`src/rtl/seven_seg_scan_ctrl.sv`:
```
// ---------------------------------------------------------------------------
// seven_seg_scan_ctrl
//
// Time-multiplexes NUM_DIGITS packed BCD digits onto one shared seven-segment
// decoder driving a common-anode display. Each digit slot starts with a short
// all-anodes-off window to suppress ghosting, and leading zeros can be blanked.
// New values go into a shadow register and only reach the display at a frame
// boundary, so a half-updated number is never shown.
//
// Ports
//   clk         system clock, rising edge
//   reset       asynchronous, active-high reset
//   load        1-cycle strobe, captures value into the shadow register
//   value       packed BCD digits, nibble i = digit i (digit 0 = LSD)
//   lz_en       1 = blank leading zeros (digit 0 is never blanked), live input
//   num         nibble to the decoder; 4'hF blanks the segments
//   an          active-low anode enables, at most one bit low
//   digit_idx   digit slot currently being scanned
//   frame_done  1-cycle pulse on the first cycle of a new frame
//
// State | meaning
// ------+---------------------------------------------------------------
// BLANK | cnt < BLANK_CYCLES: all anodes off, num = 4'hF
// SHOW  | cnt >= BLANK_CYCLES: anode of digit_idx on, num = effective digit
// ---------------------------------------------------------------------------
module seven_seg_scan_ctrl #(
    parameter int NUM_DIGITS   = 4,
    parameter int REFRESH_DIV  = 50000,
    parameter int BLANK_CYCLES = 500
) (
    input  logic                          clk,
    input  logic                          reset,
    input  logic                          load,
    input  logic [4*NUM_DIGITS-1:0]       value,
    input  logic                          lz_en,
    output logic [3:0]                    num,
    output logic [NUM_DIGITS-1:0]         an,
    output logic [$clog2(NUM_DIGITS)-1:0] digit_idx,
    output logic                          frame_done
);

    localparam int CW = $clog2(REFRESH_DIV);
    localparam int IW = $clog2(NUM_DIGITS);
    localparam logic [CW-1:0] CNT_MAX = CW'(REFRESH_DIV - 1);
    localparam logic [IW-1:0] IDX_MAX = IW'(NUM_DIGITS - 1);

    typedef enum logic {
        ST_BLANK,
        ST_SHOW
    } state_t;

    state_t                  state, state_n;
    logic [CW-1:0]           cnt, cnt_n;
    logic [IW-1:0]           idx_n;
    logic [4*NUM_DIGITS-1:0] disp, disp_n;
    logic [4*NUM_DIGITS-1:0] shadow, shadow_n;
    logic                    pending, pending_n;
    logic [NUM_DIGITS-1:0]   an_n;
    logic [3:0]              num_n;
    logic                    frame_done_n;
    logic                    slot_end;
    logic                    boundary;
    logic                    zeros;
    logic [NUM_DIGITS-1:0]   zero_from;
    logic [3:0]              nib;

    always_ff @(posedge clk or posedge reset) begin
        if (reset) begin
            state      <= ST_BLANK;
            cnt        <= '0;
            digit_idx  <= '0;
            disp       <= '0;
            shadow     <= '0;
            pending    <= 1'b0;
            an         <= '1;
            num        <= 4'hF;
            frame_done <= 1'b0;
        end else begin
            state      <= state_n;
            cnt        <= cnt_n;
            digit_idx  <= idx_n;
            disp       <= disp_n;
            shadow     <= shadow_n;
            pending    <= pending_n;
            an         <= an_n;
            num        <= num_n;
            frame_done <= frame_done_n;
        end
    end

    always_comb begin
        slot_end     = (cnt == CNT_MAX);
        boundary     = slot_end && (digit_idx == IDX_MAX);
        cnt_n        = slot_end ? '0 : cnt + 1'b1;
        idx_n        = digit_idx;
        disp_n       = disp;
        shadow_n     = shadow;
        pending_n    = pending;
        frame_done_n = boundary;
        zeros        = 1'b1;
        zero_from    = '0;
        an_n         = '1;
        num_n        = 4'hF;

        if (slot_end)
            idx_n = (digit_idx == IDX_MAX) ? '0 : digit_idx + 1'b1;

        // A load on the boundary cycle bypasses the shadow and commits now.
        if (boundary) begin
            if (load)
                disp_n = value;
            else if (pending)
                disp_n = shadow;
            if (load)
                shadow_n = value;
            pending_n = 1'b0;
        end else if (load) begin
            shadow_n  = value;
            pending_n = 1'b1;
        end

        state_n = (int'(cnt_n) < BLANK_CYCLES) ? ST_BLANK : ST_SHOW;

        // zero_from[i] = nibbles i..NUM_DIGITS-1 of the next display value are all zero
        for (int i = NUM_DIGITS - 1; i >= 0; i--) begin
            zeros        = zeros && (disp_n[4*i +: 4] == 4'h0);
            zero_from[i] = zeros;
        end

        nib = disp_n[{idx_n, 2'b00} +: 4];

        // Outputs are built from next-state values so they line up with cnt.
        if (state_n == ST_SHOW) begin
            an_n[idx_n] = 1'b0;
            if (lz_en && (idx_n != '0) && zero_from[idx_n])
                num_n = 4'hF;
            else
                num_n = nib;
        end
    end

endmodule

```
`config.mk`:
```
export PLATFORM = sky130hd
export DESIGN_NAME = seven_seg_scan_ctrl
export DESIGN_NICKNAME = d
export VERILOG_FILES = /design/src/rtl/seven_seg_scan_ctrl.sv
export SDC_FILE = /design/constraint.sdc
export NUM_CORES = 1
export LEC_CHECK = 0
export CAP_MARGIN = 20
export CORE_MARGIN = 5
export CORE_UTILIZATION = 51
export CTS_CLUSTER_DIAMETER = 80
export DETAILED_ROUTE_END_ITERATION = 16
export PLACE_DENSITY = 0.76
export SLEW_MARGIN = 20
export SYNTH_ARGS = -nofsm -noshare
export SYNTH_HDL_FRONTEND = slang
export SYNTH_SLANG_ARGS = --single-unit
```
`constraint.sdc`:
```
create_clock -name clk -period 2.71 [get_ports clk]
set_clock_uncertainty 0.1 [all_clocks]
set_input_delay 0.271 -clock clk [delete_from_list [all_inputs] [get_ports clk]]
set_output_delay 0.271 -clock clk [all_outputs]
set_load 0.01 [all_outputs]
```
==> metrics.yaml, run 1 <==
cpMostUsedCell: "or4_4"
status: "complete, no violations"
fp-row-count: 27
cts_root_buffer: "clkbuf_8"
drt_iter0_markers: 107
slew_headroom: 0.579
startpoint_type: "register"
grt_overflow: 0
ant_nets: 0
final_cell_mix: "dfrtp_1, clkdlybuf4s50_1, buf_4"
final_nets: 338
detail_route.first_pass.iterations: 4
multi_input_area_um2: 1440
core_um2: 5610
io_pins: 31
syn_to_final_growth_pct: 29.1
arrival_ps: 2810
critPathMaxFanout: 7
drive_above_1_share: 0.312
die_x_um: 86.5
hold_violations: 0
place.detailed.hpwl_mm: 4.97
postSynthCellCount: 263
critical_path_class: "register to register"
final_util: 0.687
routedWlPerCell_um: 17.7
clkSinkCount: 60
dominantRegCellSynth: "dfrtp_1"
power_leakage_nw: 1.62
layout_setup_ws_ps: 84.0
hp-class: "primary input to async pin"
critPathBufInv: 1
syn-num-nets: 285
grt_pass1_vias: 2345
htree_levels: 3
crit_slowest_cell: "or4_4"
fin_setup_tns_ps: 0
grt_usage: 0.200
avgViaCountPerCell: 5.74
pre_cts_slack_ps: 11.4
route.detailed.drc: 0
grt_max_degree: 23
worst_slew_pin_slew_ps: 628
seq_area_um2: 1510
async_flop_share: 1.00
clock_latency_ps: 340
grt_antenna_before_repair: 0
cts_tree: "built"
cts_setup_buffers: 0
die_area_um2: 7480
nFillCells: 402
clockBufferDepth: 2
maxSlewViolCount: 0
die_y_um: 86.5
gp_congestion: 0.866
ys_ff_latch: 60
grt_pass1_wl_mm: 11.4
totalWireLength_mm: 6.96
ir_drop_mv: 0.260
fin_crit_sh: 0.969
setup_violations: 0
period_needed_ps: 2630
critPathMaxStageDelay_ps: 580
critPathTopFamily: "simple AND/OR/NAND/NOR gates"
path_cells: "or4_4, or4_4, buf_6, nand2_1, nand3_2, a2111oi_4, a31oi_4, nand3_1"
power_mw: 2.05
synth_area_per_cell_um2: 11.3
port-buffer-count: 30
netlist_area_um2: 2980
hold_ws_ps: 149
layout_commonest_cell: "dfrtp_1"
clkTransAtPathRegs_ps: 70
max_freq_mhz: 381
ys_warn_count: 0
worst_setup_path_end_kind: "register"
power_density_nw_per_um2: 533
start_util: 0.532
insertedDiodeCount: 0
numCtsBuffers: 9
seq_area_frac_synth: 0.506
synth_edf_count: 0
critical_path_required_ps: 2890
maxCapViolCount: 0
synth_cell_types: 61
vias: 2255
[state kept, by name, summed over array words and instances (netlist names)]
name        flops
an              4
disp           16
frame_done      1
num             4
cnt            16
digit_idx       2
pending         1
shadow         16
[metrics by stage]
stage / cells / cell area (um^2)
2_1_floorplan: 263 / 3030
3_3_place_gp: 377 / 3530
3_5_place_dp: 377 / 3530
4_1_cts: 393 / 3790
5_1_grt: 393 / 3850
6_report: 393 / 3850
[final timing paths]
kind                        endpoint  slack, ps  cells after the start  startpoint
setup / recovery              num[2]         80                      8      cnt[4]
hold / removal              disp[12]        150                      2       reset
setup reg to reg              num[2]         80                      8      cnt[4]
hold reg to reg            shadow[0]        400                      1   shadow[0]
max in group asynchronous     num[3]       1670                      3       reset
min in group clk           shadow[0]        400                      1   shadow[0]
[layout make-up]
class                   instances  share of cell area
multi-input cells             181               0.375
clock inverters                 6              0.0289
well taps                      72              0.0234
flip-flops and latches         60               0.392
repair buffers                 55               0.134
inverters                       9              0.0107
clock buffers                  10              0.0357
[power breakdown]
group | switching, mW | leakage (nW) | internal [mW]
sequential | 0.0112 | 0.722 | 0.925
clock | 0.364 | 0.122 | 0.635
combinational | 0.0560 | 0.775 | 0.0622
[cell families (layout without fill, tap and decap cells)]
logic type | Yosys count | in the layout | synth area share
simple gates | 93 | 93 | 0.173
flops | 60 | 60 | 0.506
compound gates | 46 | 46 | 0.130
mux | 28 | 28 | 0.104
buf+inv | 22 | 80 | 0.0440
xor+xnor | 12 | 12 | 0.0352
fa+ha+maj | 2 | 2 | 0.00838
[timing repair]
action	4_1_cts	5_1_grt
pin swaps	0	4
endpoints found under the setup margin	2	4
cloned	0	0
hold buffers	0	0
resized for setup	2	11
[synth_stat cells (3+ instances only)]
cell | number | area, um^2
mux2i_1 | 5 | 50.1
a32oi_1 | 5 | 43.8
nor2b_1 | 3 | 18.8
dfrtp_1 | 52 | 1300
nor3_1 | 3 | 15.0
nand3_1 | 18 | 90.1
nand4_1 | 5 | 31.3
nor4_1 | 4 | 25.0
clkbuf_1 | 6 | 22.5
a22oi_1 | 4 | 30.0
a22o_1 | 3 | 26.3
xnor2_1 | 7 | 61.3
mux2_2 | 23 | 259
a21oi_1 | 8 | 40.0
xor2_1 | 5 | 43.8
nor2_1 | 16 | 60.1
o21ai_0 | 4 | 20.0
inv_1 | 7 | 26.3
nand2b_1 | 4 | 25.0
and4_1 | 4 | 35.0
dfstp_2 | 8 | 210
nand2_1 | 20 | 75.1
[per-layer routing]
metal,share of wire,routed length (um),GRT usage
met2,0.52,3590,0.335
met5,0,0,0
met4,0.018,127,0.0822
met3,0.051,357,0.0675
met1,0.42,2890,0.235
(Power assumes the default switching activity.)
==> inputs of run 2 (changes only) <==
--- a/config.mk
+++ b/config.mk
@@ -5,12 +5,14 @@
 export SDC_FILE = /design/constraint.sdc
 export NUM_CORES = 1
 export LEC_CHECK = 0
+export ABC_AREA = 0
 export CAP_MARGIN = 20
 export CORE_MARGIN = 5
 export CORE_UTILIZATION = 51
 export CTS_CLUSTER_DIAMETER = 80
 export DETAILED_ROUTE_END_ITERATION = 16
 export PLACE_DENSITY = 0.76
+export REMOVE_ABC_BUFFERS = 1
 export SLEW_MARGIN = 20
 export SYNTH_ARGS = -nofsm -noshare
 export SYNTH_HDL_FRONTEND = slang
==> run 2 against run 1 <==
Clock-buffer cell count decreased by 1. Total power increased by 0.19%. Sequential power about the same. Global-route usage decreased by 0.56 points. Sequential share of layout area decreased by 0.95 points. Hold slack improved by 34 ps. Flip-flop and latch count unchanged. Maximum frequency decreased by 1.3%. Cell count increased by 3.1%. Die area unchanged. Largest cell class unchanged. Largest power group unchanged.
==> metrics.yaml, run 2 (synthesized netlist as in run 1, its figures left out) <==
hold_violations: 0
cts_tree: "built"
setup_violations: 0
ant_nets: 0
port-buffer-count: 30
arrival_ps: 2850
core_um2: 5610
power_density_nw_per_um2: 521
nFillCells: 389
fin_crit_sh: 0.982
ir_drop_mv: 0.413
route.detailed.drc: 0
drt_iter0_markers: 151
critPathTopFamily: "simple AND/OR/NAND/NOR gates"
clockBufferDepth: 2
worst_setup_path_end_kind: "register"
cts_hold_buf: 0
maxCapViolCount: 0
grt_pass1_wl_mm: 11.2
start_util: 0.532
htree_levels: 3
grt_usage: 0.195
grt_pass1_vias: 2267
rr_worst_depth: 8
clock_latency_ps: 350
die_area_um2: 7480
critPathBufInv: 1
syn_to_final_growth_pct: 32.2
hp-class: "primary input to async pin"
insertedDiodeCount: 0
critPathMaxStageDelay_ps: 580
max_freq_mhz: 376
rrSetupSlack_ps: 50
die_y_um: 86.5
status: "complete, no violations"
finalNonFillerCells: 405
dp.cells: 386
clkSinkCount: 60
cpMostUsedCell: "or4_4"
critPathMaxFanout: 7
io_pins: 31
largestRegisters: "cnt (16), disp (16), shadow (16)"
reg2reg_to: "num[2]"
maxSlewViolCount: 0
vias: 2331
period_needed_ps: 2660
cts_root_buffer: "clkbuf_8"
place.detailed.hpwl_mm: 4.84
power_leakage_nw: 1.68
layout_commonest_cell: "dfrtp_1"
gp_congestion: 0.865
worst_slew_pin_slew_ps: 540
detail_route.first_pass.iterations: 6
layout_setup_ws_ps: 48.2
grt_overflow: 0
critical_path_class: "register to register"
path_cells: "or4_4, or4_4, buf_12, nand2_1, nand3_2, o41ai_4, a31oi_4, nand3_1"
fp-row-count: 27
totalWireLength_mm: 7.06
power_mw: 2.06
avgViaCountPerCell: 5.76
slew_headroom: 0.640
routedWlPerCell_um: 17.4
clkTransAtPathRegs_ps: 80
grt_max_degree: 26
pre_cts_slack_ps: 4.96
startpoint_type: "register"
crit_slowest_cell: "or4_4"
drive_above_1_share: 0.336
die_x_um: 86.5
final_cell_mix: "dfrtp_1, buf_4, clkdlybuf4s50_1"
numCtsBuffers: 9
grt_antenna_before_repair: 0
critical_path_required_ps: 2900
final_nets: 350
reg2reg_from: "cnt[12]"
run 2: cell types whose count changed in the layout (fill, tap and decap cells not counted), sizes merged:
cell / change
clkinvlp: +1
buf: +12
clkinv: -1
inv: +1
clkbuf: -1
run 2: what timing repair did:
action                     in CTS  in global routing
pin swaps                       1                 10
gates resized for setup         1                 19
setup buffers                   0                  3
setup endpoints to repair       2                  8
run 2: worst max path at each step:
stage	start	endpoint	slack, ps	depth (start not counted)
global placement	cnt[4]	num[0]	30	8
finish	cnt[12]	num[2]	50	8
global route	cnt[12]	num[2]	-10	8
CTS	cnt[4]	num[0]	3	8
floorplan	cnt[4]	num[3]	-130	8
detailed placement	cnt[4]	num[0]	5	8
run 2: metal layers:
layer	GRT usage	vias to the layer above	routed length, um
met2	0.287	78	3300
met5	0	-	0
li1	-	1107	-
met4	0.102	0	227
met3	0.0447	23	439
met1	0.267	1123	3100
run 2: per-stage QoR:
stage / hold slack, ps / setup TNS, ps / instance area, um^2 / utilization
2_1_floorplan: 323 / -345 / 2890 / -
3_3_place_gp: 378 / 0 / 3560 / 0.635
3_5_place_dp: 383 / 0 / 3560 / 0.635
4_1_cts: 200 / 0 / 3810 / 0.680
5_1_grt: 244 / -24.6 / 3950 / 0.704
6_report: 183 / 0 / 3950 / 0.704
run 2: area by class of cell:
type / instances / area (um^2) / share of cell area
clock inverters: 7 / 123 / 0.0311
multi-input cells: 181 / 1450 / 0.366
flip-flops and latches: 60 / 1510 / 0.383
well taps: 72 / 90.1 / 0.0228
clock buffers: 9 / 124 / 0.0314
repair buffers: 67 / 607 / 0.154
inverters: 9 / 46.3 / 0.0117
run 2: worst reg2reg max path, stage by stage, from the launching register on:
cell and delay (ps):
dfrtp_1 390, or4_4 580, or4_4 480, buf_12 170, nand2_1 90, nand3_2 140, o41ai_4 420, a31oi_4 150
nand3_1 110
run 2: power by group:
part / internal [mW] / total [mW] / leakage [nW] / switching (mW)
clock: 0.616 / 1.00 / 0.116 / 0.385
combinational: 0.0618 / 0.120 / 0.845 / 0.0580
sequential: 0.925 / 0.936 / 0.722 / 0.0113
==> inputs of run 3 (changes only) <==
--- a/config.mk
+++ b/config.mk
@@ -13,7 +13,7 @@
 export DETAILED_ROUTE_END_ITERATION = 16
 export PLACE_DENSITY = 0.76
 export REMOVE_ABC_BUFFERS = 1
-export SLEW_MARGIN = 20
+export SLEW_MARGIN = 25
 export SYNTH_ARGS = -nofsm -noshare
 export SYNTH_HDL_FRONTEND = slang
 export SYNTH_SLANG_ARGS = --single-unit
==> results of run 3 <==
The final DEF is identical to that of run 2; final timing and power are the same.
